[config.mk]
export PLATFORM = sky130hd
export DESIGN_NAME = uart_rx_flat
export DESIGN_NICKNAME = d
export VERILOG_FILES = /design/src/rtl/uart_rx_if.sv /design/src/rtl/uart_rx.sv /design/src/flat_wrapper.sv
export SDC_FILE = /design/constraint.sdc
export NUM_CORES = 1
export LEC_CHECK = 0
export CAP_MARGIN = 30
export CORE_ASPECT_RATIO = 0.6
export CORE_MARGIN = 2
export CORE_UTILIZATION = 61
export DETAILED_ROUTE_END_ITERATION = 8
export GPL_TIMING_DRIVEN = 0
export PLACE_DENSITY = 0.88
export SLEW_MARGIN = 20
export SYNTH_ARGS = -nofsm -noshare
export SYNTH_HDL_FRONTEND = slang
export SYNTH_SLANG_ARGS = --single-unit
[constraint.sdc]
create_clock -name clk -period 3.6 [get_ports clk]
set_input_delay 0.72 -clock clk [delete_from_list [all_inputs] [get_ports clk]]
set_output_delay 0.72 -clock clk [all_outputs]
set_load 0.01 [all_outputs]
[src/rtl/uart_rx_if.sv]
// Received-word stream with error sideband between the UART receiver and its consumer.
interface uart_rx_if #(
  parameter int Word_len = 8
) ();
  logic [Word_len-1:0] rx_data;
  logic                rx_data_valid;
  logic                rx_data_ready;
  logic                rx_parity_err;
  logic                rx_frame_err;
  logic                rx_overrun;

  modport master (
    output rx_data, rx_data_valid, rx_parity_err, rx_frame_err, rx_overrun,
    input  rx_data_ready
  );

  modport slave (
    input  rx_data, rx_data_valid, rx_parity_err, rx_frame_err, rx_overrun,
    output rx_data_ready
  );
endinterface

[src/rtl/uart_rx.sv]
// UART receiver: synchronises the line, samples each bit mid-period and presents
// every completed frame on a valid/ready stream with parity/frame/overrun flags.
module uart_rx #(
  parameter int    clk_rate = 50_000_000,
  parameter int    Baud     = 115200,
  parameter int    Word_len = 8,
  parameter string PARITY   = "even"
) (
  input  logic       clk,
  input  logic       rst,
  input  logic       Uart_rx,
  uart_rx_if.master  rx_if
);

  localparam int BAUD_DIV = clk_rate / Baud;
  localparam int HALF     = BAUD_DIV / 2;
  localparam int CNT_W    = $clog2(BAUD_DIV);
  localparam int BIT_W    = $clog2(Word_len) + 1;
  localparam bit PAR_EN   = (PARITY != "none");
  localparam bit PAR_ODD  = (PARITY == "odd");

  localparam logic [CNT_W-1:0] CNT_LAST = CNT_W'(BAUD_DIV - 1);
  localparam logic [CNT_W-1:0] CNT_HALF = CNT_W'(HALF - 1);
  localparam logic [BIT_W-1:0] BIT_LAST = BIT_W'(Word_len - 1);

  typedef enum logic [2:0] {
    S_IDLE, S_START, S_DATA, S_PARITY, S_STOP, S_WAIT_HIGH
  } state_t;

  state_t              state_q, state_d;
  logic [1:0]          sync_q, sync_d;
  logic [CNT_W-1:0]    baud_cnt_q, baud_cnt_d;
  logic [BIT_W-1:0]    bit_cnt_q, bit_cnt_d;
  logic [Word_len-1:0] shift_q, shift_d;
  logic                par_bad_q, par_bad_d;
  logic [Word_len-1:0] data_q, data_d;
  logic                valid_q, valid_d;
  logic                perr_q, perr_d;
  logic                ferr_q, ferr_d;
  logic                overrun_q, overrun_d;

  logic rxs;
  logic tick;
  logic accept;
  logic frame_done;

  assign rxs    = sync_q[1];
  assign tick   = (baud_cnt_q == CNT_LAST);
  assign accept = valid_q && rx_if.rx_data_ready;

  always_comb begin
    sync_d     = {sync_q[0], Uart_rx};
    state_d    = state_q;
    baud_cnt_d = baud_cnt_q;
    bit_cnt_d  = bit_cnt_q;
    shift_d    = shift_q;
    par_bad_d  = par_bad_q;
    data_d     = data_q;
    valid_d    = valid_q;
    perr_d     = perr_q;
    ferr_d     = ferr_q;
    overrun_d  = 1'b0;
    frame_done = 1'b0;

    if (accept) valid_d = 1'b0;

    unique case (state_q)
      S_IDLE: begin
        baud_cnt_d = '0;
        if (!rxs) state_d = S_START;
      end
      S_START: begin
        // Re-check the line half a bit in; a short low pulse is a glitch, not a start bit.
        if (baud_cnt_q == CNT_HALF) begin
          baud_cnt_d = '0;
          bit_cnt_d  = '0;
          par_bad_d  = 1'b0;
          state_d    = rxs ? S_IDLE : S_DATA;
        end else begin
          baud_cnt_d = baud_cnt_q + 1'b1;
        end
      end
      S_DATA: begin
        if (tick) begin
          baud_cnt_d = '0;
          shift_d    = {rxs, shift_q[Word_len-1:1]};
          bit_cnt_d  = bit_cnt_q + 1'b1;
          if (bit_cnt_q == BIT_LAST) state_d = PAR_EN ? S_PARITY : S_STOP;
        end else begin
          baud_cnt_d = baud_cnt_q + 1'b1;
        end
      end
      S_PARITY: begin
        if (tick) begin
          baud_cnt_d = '0;
          par_bad_d  = (rxs != ((^shift_q) ^ PAR_ODD));
          state_d    = S_STOP;
        end else begin
          baud_cnt_d = baud_cnt_q + 1'b1;
        end
      end
      S_STOP: begin
        // Leave at mid-stop so an early next start edge is still seen.
        if (tick) begin
          baud_cnt_d = '0;
          frame_done = 1'b1;
          state_d    = rxs ? S_IDLE : S_WAIT_HIGH;
        end else begin
          baud_cnt_d = baud_cnt_q + 1'b1;
        end
      end
      S_WAIT_HIGH: begin
        if (rxs) state_d = S_IDLE;
      end
      default: state_d = S_IDLE;
    endcase

    if (frame_done) begin
      if (!valid_q || accept) begin
        data_d  = shift_q;
        perr_d  = PAR_EN ? par_bad_q : 1'b0;
        ferr_d  = !rxs;
        valid_d = 1'b1;
      end else begin
        overrun_d = 1'b1;
      end
    end
  end

  always_ff @(posedge clk or posedge rst) begin
    if (rst) begin
      sync_q     <= 2'b11;
      state_q    <= S_IDLE;
      baud_cnt_q <= '0;
      bit_cnt_q  <= '0;
      par_bad_q  <= 1'b0;
      data_q     <= '0;
      valid_q    <= 1'b0;
      perr_q     <= 1'b0;
      ferr_q     <= 1'b0;
      overrun_q  <= 1'b0;
    end else begin
      sync_q     <= sync_d;
      state_q    <= state_d;
      baud_cnt_q <= baud_cnt_d;
      bit_cnt_q  <= bit_cnt_d;
      par_bad_q  <= par_bad_d;
      data_q     <= data_d;
      valid_q    <= valid_d;
      perr_q     <= perr_d;
      ferr_q     <= ferr_d;
      overrun_q  <= overrun_d;
    end
  end

  // The shift register only feeds data_q after a full frame, so it needs no reset.
  always_ff @(posedge clk) begin
    shift_q <= shift_d;
  end

  assign rx_if.rx_data       = data_q;
  assign rx_if.rx_data_valid = valid_q;
  assign rx_if.rx_parity_err = perr_q;
  assign rx_if.rx_frame_err  = ferr_q;
  assign rx_if.rx_overrun    = overrun_q;

endmodule

[src/flat_wrapper.sv]
// flat-port wrapper written by rule: the top's interface ports become plain ports
module uart_rx_flat 
#(
  parameter int    clk_rate = 50_000_000,
  parameter int    Baud     = 115200,
  parameter int    Word_len = 8,
  parameter string PARITY   = "    "
)
  (clk, rst, Uart_rx, rx_if_rx_data, rx_if_rx_data_valid, rx_if_rx_parity_err, rx_if_rx_frame_err, rx_if_rx_overrun, rx_if_rx_data_ready);
  uart_rx_if #(.Word_len(Word_len)) rx_if_i ();
  input  logic clk;
  input  logic rst;
  input  logic Uart_rx;
  output wire logic [$bits(rx_if_i.rx_data)-1:0] rx_if_rx_data;
  output wire logic [$bits(rx_if_i.rx_data_valid)-1:0] rx_if_rx_data_valid;
  output wire logic [$bits(rx_if_i.rx_parity_err)-1:0] rx_if_rx_parity_err;
  output wire logic [$bits(rx_if_i.rx_frame_err)-1:0] rx_if_rx_frame_err;
  output wire logic [$bits(rx_if_i.rx_overrun)-1:0] rx_if_rx_overrun;
  input wire logic [$bits(rx_if_i.rx_data_ready)-1:0] rx_if_rx_data_ready;
  assign rx_if_rx_data = rx_if_i.rx_data;
  assign rx_if_rx_data_valid = rx_if_i.rx_data_valid;
  assign rx_if_rx_parity_err = rx_if_i.rx_parity_err;
  assign rx_if_rx_frame_err = rx_if_i.rx_frame_err;
  assign rx_if_rx_overrun = rx_if_i.rx_overrun;
  assign rx_if_i.rx_data_ready = rx_if_rx_data_ready;
  uart_rx #(.clk_rate(clk_rate), .Baud(Baud), .Word_len(Word_len), .PARITY(PARITY)) u_core (.clk(clk), .rst(rst), .Uart_rx(Uart_rx), .rx_if(rx_if_i));
endmodule
# Yosys cells after proc, flatten, opt, wreduce, memory -nomap -nowiden
# Index checks and enable logic that the tools add are counted.
# totals
input_bits	4
wordCells	70
latch_bits	0
romBits	0
ff_bits	39
out_inout_bits	12
mem_count	0
ram_bits	0
# op_classes
reduce_logical	15
eq_ne	16
n_mul	0
shift	0
bitwise	0
add_sub_neg	2
div	0
order_cmp	0
muxes	26
# ops
cell	count
9-bit one-hot mux with 3 select lines	1
3-bit 2-to-1 mux	8
9-bit 2-to-1 mux	2
3-bit one-hot mux with 6 select lines	1
2-bit by 1-bit inequality test with 1-bit output, second input constant	6
9-bit by 1-bit adder with 9-bit output, second input constant	1
9-bit by 8-bit == test with 1-bit output, second input constant	1
9-bit == test, second input constant	1
1-bit 2-to-1 mux	9
4-bit 2-to-1 mux	2
4-bit one-hot mux with 2 select lines	1
8-bit XOR reduction	1
7-bit AND reduction	1
3-bit by 2-bit == test with 1-bit output, second input constant	2
3-bit == test, second input constant	2
3-bit AND reduction	2
4-bit by 1-bit adder with 4-bit output, second input constant	1
4-bit by 3-bit == test with 1-bit output, second input constant	1
2-bit AND reduction	2
2-bit nonzero test	2
3-bit by 1-bit == test with 1-bit output, second input constant	1
3-bit logical NOT	1
3-bit nonzero test	1
3-bit OR reduction	1
other kinds (7)	8

# Logic depth before layout (Yosys ltp)
# logic_depth
depth_word	4
mapped_depth	8
depth_no_buf	6

# Worst setup path before layout
# Ideal clock, no wire load.
# synth_timing
kind	register to register
from	reg u_core.baud_cnt_q[1]
to	reg u_core.data_q[0] (netlist: u_core.rx_if.rx_data[0])
setup_time_ns	0.125
stages_incl_launch_ff	8
period_less_slack_ns	1.712
slack_ns	1.888
required_time_ns	3.475
n_path_buf	2
arrival_time_ns	1.587
path_cell_list	dfrtp_1 > inv_1 > ha_1 > and4b_1 > buf_2 > nand4_1 > buf_2 > mux2_2
# synth_between
elab_chain_cells	4
# synth_rtl
item	line	rtl
start: declaration	uart_rx.sv:32	logic [CNT_W-1:0] baud_cnt_q, baud_cnt_d;
start signal: assignment	uart_rx.sv:145	baud_cnt_q <= baud_cnt_d;
9-bit == test	uart_rx.sv:48	assign tick = (baud_cnt_q == CNT_LAST);
1-bit 2-to-1 mux	uart_rx.sv:104	if (tick) begin
1-bit 2-to-1 mux	uart_rx.sv:67	unique case (state_q)
2-bit AND reduction (no source line)	n/a	
end signal: assignment	uart_rx.sv:148	data_q <= data_d;
end: declaration	uart_rx.sv:36	logic [Word_len-1:0] data_q, data_d;
# No other way between the ends.
# A chain may end at the register's enable or synchronous reset.

# Worst setup path in the final report
# layout_timing
from	reg u_core.baud_cnt_q[1]
to	reg u_core.shift_q[3] (enable)
# layout_between
elab_chain_cells	2
# layout_rtl
item	line	rtl
9-bit == test	uart_rx.sv:48	
2-bit AND reduction (no source line)	n/a	
end signal: assignment	uart_rx.sv:158	shift_q <= shift_d;
end: declaration	uart_rx.sv:34	logic [Word_len-1:0] shift_q, shift_d;
# No other way between the ends.

==> reports/metrics.csv <==
metric;value;unit
Power per Cell Area;346;mW/mm^2
slowest stage delay, CP;0.44;ns
CTS buffer count;5;
Post-CTS Resized;0;
R2R Setup Slk;1.57;ns
Ports;16;
Synth area leader;dfrtp_1;
CP top delay family;buffers and inverters;
startpoint types;flop;
core area;0.00293;sq mm
Routed WL;3850;um
final hold slack;0.364;ns
CTS root buf;clkbuf_8;
largest net degree at the start of global routing;32;
CP max-delay cell;dfrtp_1;
P&R area growth vs syn;15.2;%
synth warn;0;
Final Hold Vio Count;0;
first-pass GRT wire length;6150;um
Detailed Route Iter0 Violations;158;
most used flip-flop cell after synthesis;dfrtp_1;
count of different cell masters after synthesis;50;
Pleak;0.916;nW
clk sinks;39;
Buf/Inv on CP;3;
GP Congestion;0.900;
worst skew pair latency;0.29;ns
Async SR Flop Fraction;79.5;%
HPWL Detailed;2880;um
DRT antenna net count;0;
slew margin rel.;57.2;%
Inserted Diodes;0;
fraction of layout cells with a size suffix above 1;16.6;%
Final min period;2.03;ns
Max FO, Critical Path;9;
most frequent cells in the layout;dfrtp_1 (29), nand2_1 (19), clkdlybuf4s50_1 (15);
Final setup viols;0;
f_max;492;MHz
cells on worst reg2reg path;6;
DRT Pass-1 Iters;4;
initial antenna violation count;0;
die width;76.4;um
std cell rows;15;
Slew @ Worst Pin;0.641;ns
IO buf count;15;
r2r endpoint;u_core.shift_q[3];
most frequent cell on the critical path;inv_1;
crit path DAT;2.00;ns
vias in the first global route;1291;
Setup crit end kind;flop;
Synth Area per Inst;11.3;sq um
Tot GR Track Use;23.2;%
postcts setup bufs;0;
crit path kind;flop to flop;
# DRC;0;
status;completed;
Tcrit/Tclk final;56.5;%
Final nets;200;
total gr overflow;0;
Worst EP required;3.56;ns
leading cell type in the layout, fill and taps excluded;dfrtp_1;
FF+latch count, synth;39;
skew final;0.00585;ns
syn nets;178;
post-synthesis cell count;170;
EDFF count, synth;8;
Clock transition at path regs;0.07;ns
accumulated negative setup slack;0;ns
Max Slew Vio Count;0;
CP endpoint;u_core.shift_q[3];
wire per inst;16.4;um
TritonCTS clock tree;done;
Yosys top cell area share;37.8;%
vias per cell;5.85;
Worst path depth;6;
HP Class;flop to flop;
Initial Utilization;65.6;%
Hold-fix buffers, CTS;0;
sequential fraction of the synthesis area;53.0;%
routed via count;1374;
Post-Syn Area;0.00192;sq mm
Synth area leaders;dfrtp_1 (38%), edfxtp_1 (13%), mux2_2 (4.7%);
Die ar.;0.00363;sq mm
die height;47.5;um
Clock Path Buffers;2;
crit path cell chain;inv_1, ha_1, and4b_1, buf_2, nand3_1, inv_1;
IR drop worst, VDD;263;uV
H-tree depth;2;
Critical path origin;u_core.baud_cnt_q[1];
RSZ-0062 raised after global routing;no;
MaxCap Viol Count;0;
Reg-to-Reg Start;u_core.baud_cnt_q[1];
sequential cells by signal, summed over array words and instances, names as in the netlist:
register	flops
u_core.rx_if.rx_data_valid	1
u_core.rx_if.rx_overrun	1
u_core.rx_if.rx_frame_err	1
u_core.sync_q	2
u_core.baud_cnt_q	9
u_core.bit_cnt_q	4
u_core.rx_if.rx_parity_err	1
u_core.rx_if.rx_data	8
u_core.par_bad_q	1
u_core.state_q	3
u_core.shift_q	8
layout make-up:
type | count | area [sq um]
flip-flops and latches | 39 | 1020
fillers | 215 | 714
repair buffers | 15 | 150
plain buffers | 7 | 33.8
multi-input cells | 116 | 838
clock buffers | 7 | 86.3
clock inverters | 1 | 3.75
inverters | 8 | 30.0
well taps | 42 | 52.6
layer usage:
layer | share of wire [%] | routed length (um) | up-vias | track usage, %
met5 | 0 | 0 | - | 0
met4 | 1.7 | 67 | 0 | 12.4
met3 | 5.6 | 214 | 9 | 6.60
met2 | 45 | 1730 | 42 | 36.8
met1 | 48 | 1830 | 664 | 30.5
li1 | - | - | 659 | -
cells in the mapped netlist, types with 3 or more instances:
library cell  count
ha_1              4
nor2_1            6
a21oi_1           3
buf_2             6
o21ai_0           8
inv_1             8
nand3_1          11
xnor2_1           6
edfxtp_1          8
nand2b_1          3
mux2_2            8
o22ai_1           4
nand2_1          19
dfrtp_1          29
o31ai_1           3
report_power, final:
| group | switching, mW | leakage (nW) | internal, mW |
|---|---|---|---|
| registers | 0.00147 | 0.483 | 0.451 |
| logic | 0.00823 | 0.387 | 0.00553 |
| clock network | 0.146 | 0.0459 | 0.153 |
cell families (layout without fill, tap and decap cells):
family / after synthesis / after routing / share of synthesized area, %
xor+xnor: 9 / 9 / 4.82
compound gates: 34 / 34 / 13.4
buf+inv: 15 / 38 / 3.32
flops: 39 / 39 / 53.0
mux: 8 / 8 / 4.69
simple gates: 61 / 61 / 18.1
fa+ha+maj: 4 / 4 / 2.61
how the worst min path moves through the flow:
stage	startpoint	slack, ns	cells after the start	endpoint
after detailed placement	u_core.sync_q[0]	0.36	0	u_core.sync_q[1]
after global placement	u_core.sync_q[0]	0.35	0	u_core.sync_q[1]
after CTS	u_core.sync_q[0]	0.37	0	u_core.sync_q[1]
final	u_core.sync_q[0]	0.36	0	u_core.sync_q[1]
after floorplan	u_core.sync_q[0]	0.35	0	u_core.sync_q[1]
after global routing	u_core.sync_q[0]	0.37	0	u_core.sync_q[1]
per-stage QoR:
stage	setup slack [ns]	area [sq um]	util [%]	cells	power, mW
6_report	1.57	2210	75.6	235	0.766
5_1_grt	1.45	2210	75.6	235	0.789
4_1_cts	1.60	2210	75.6	235	0.771
3_5_place_dp	1.41	2120	72.5	227	0.476
3_3_place_gp	1.44	2120	72.5	227	0.475
2_1_floorplan	1.89	1920	-	170	0.469
Note: power is estimated with default switching activity, not from simulation.
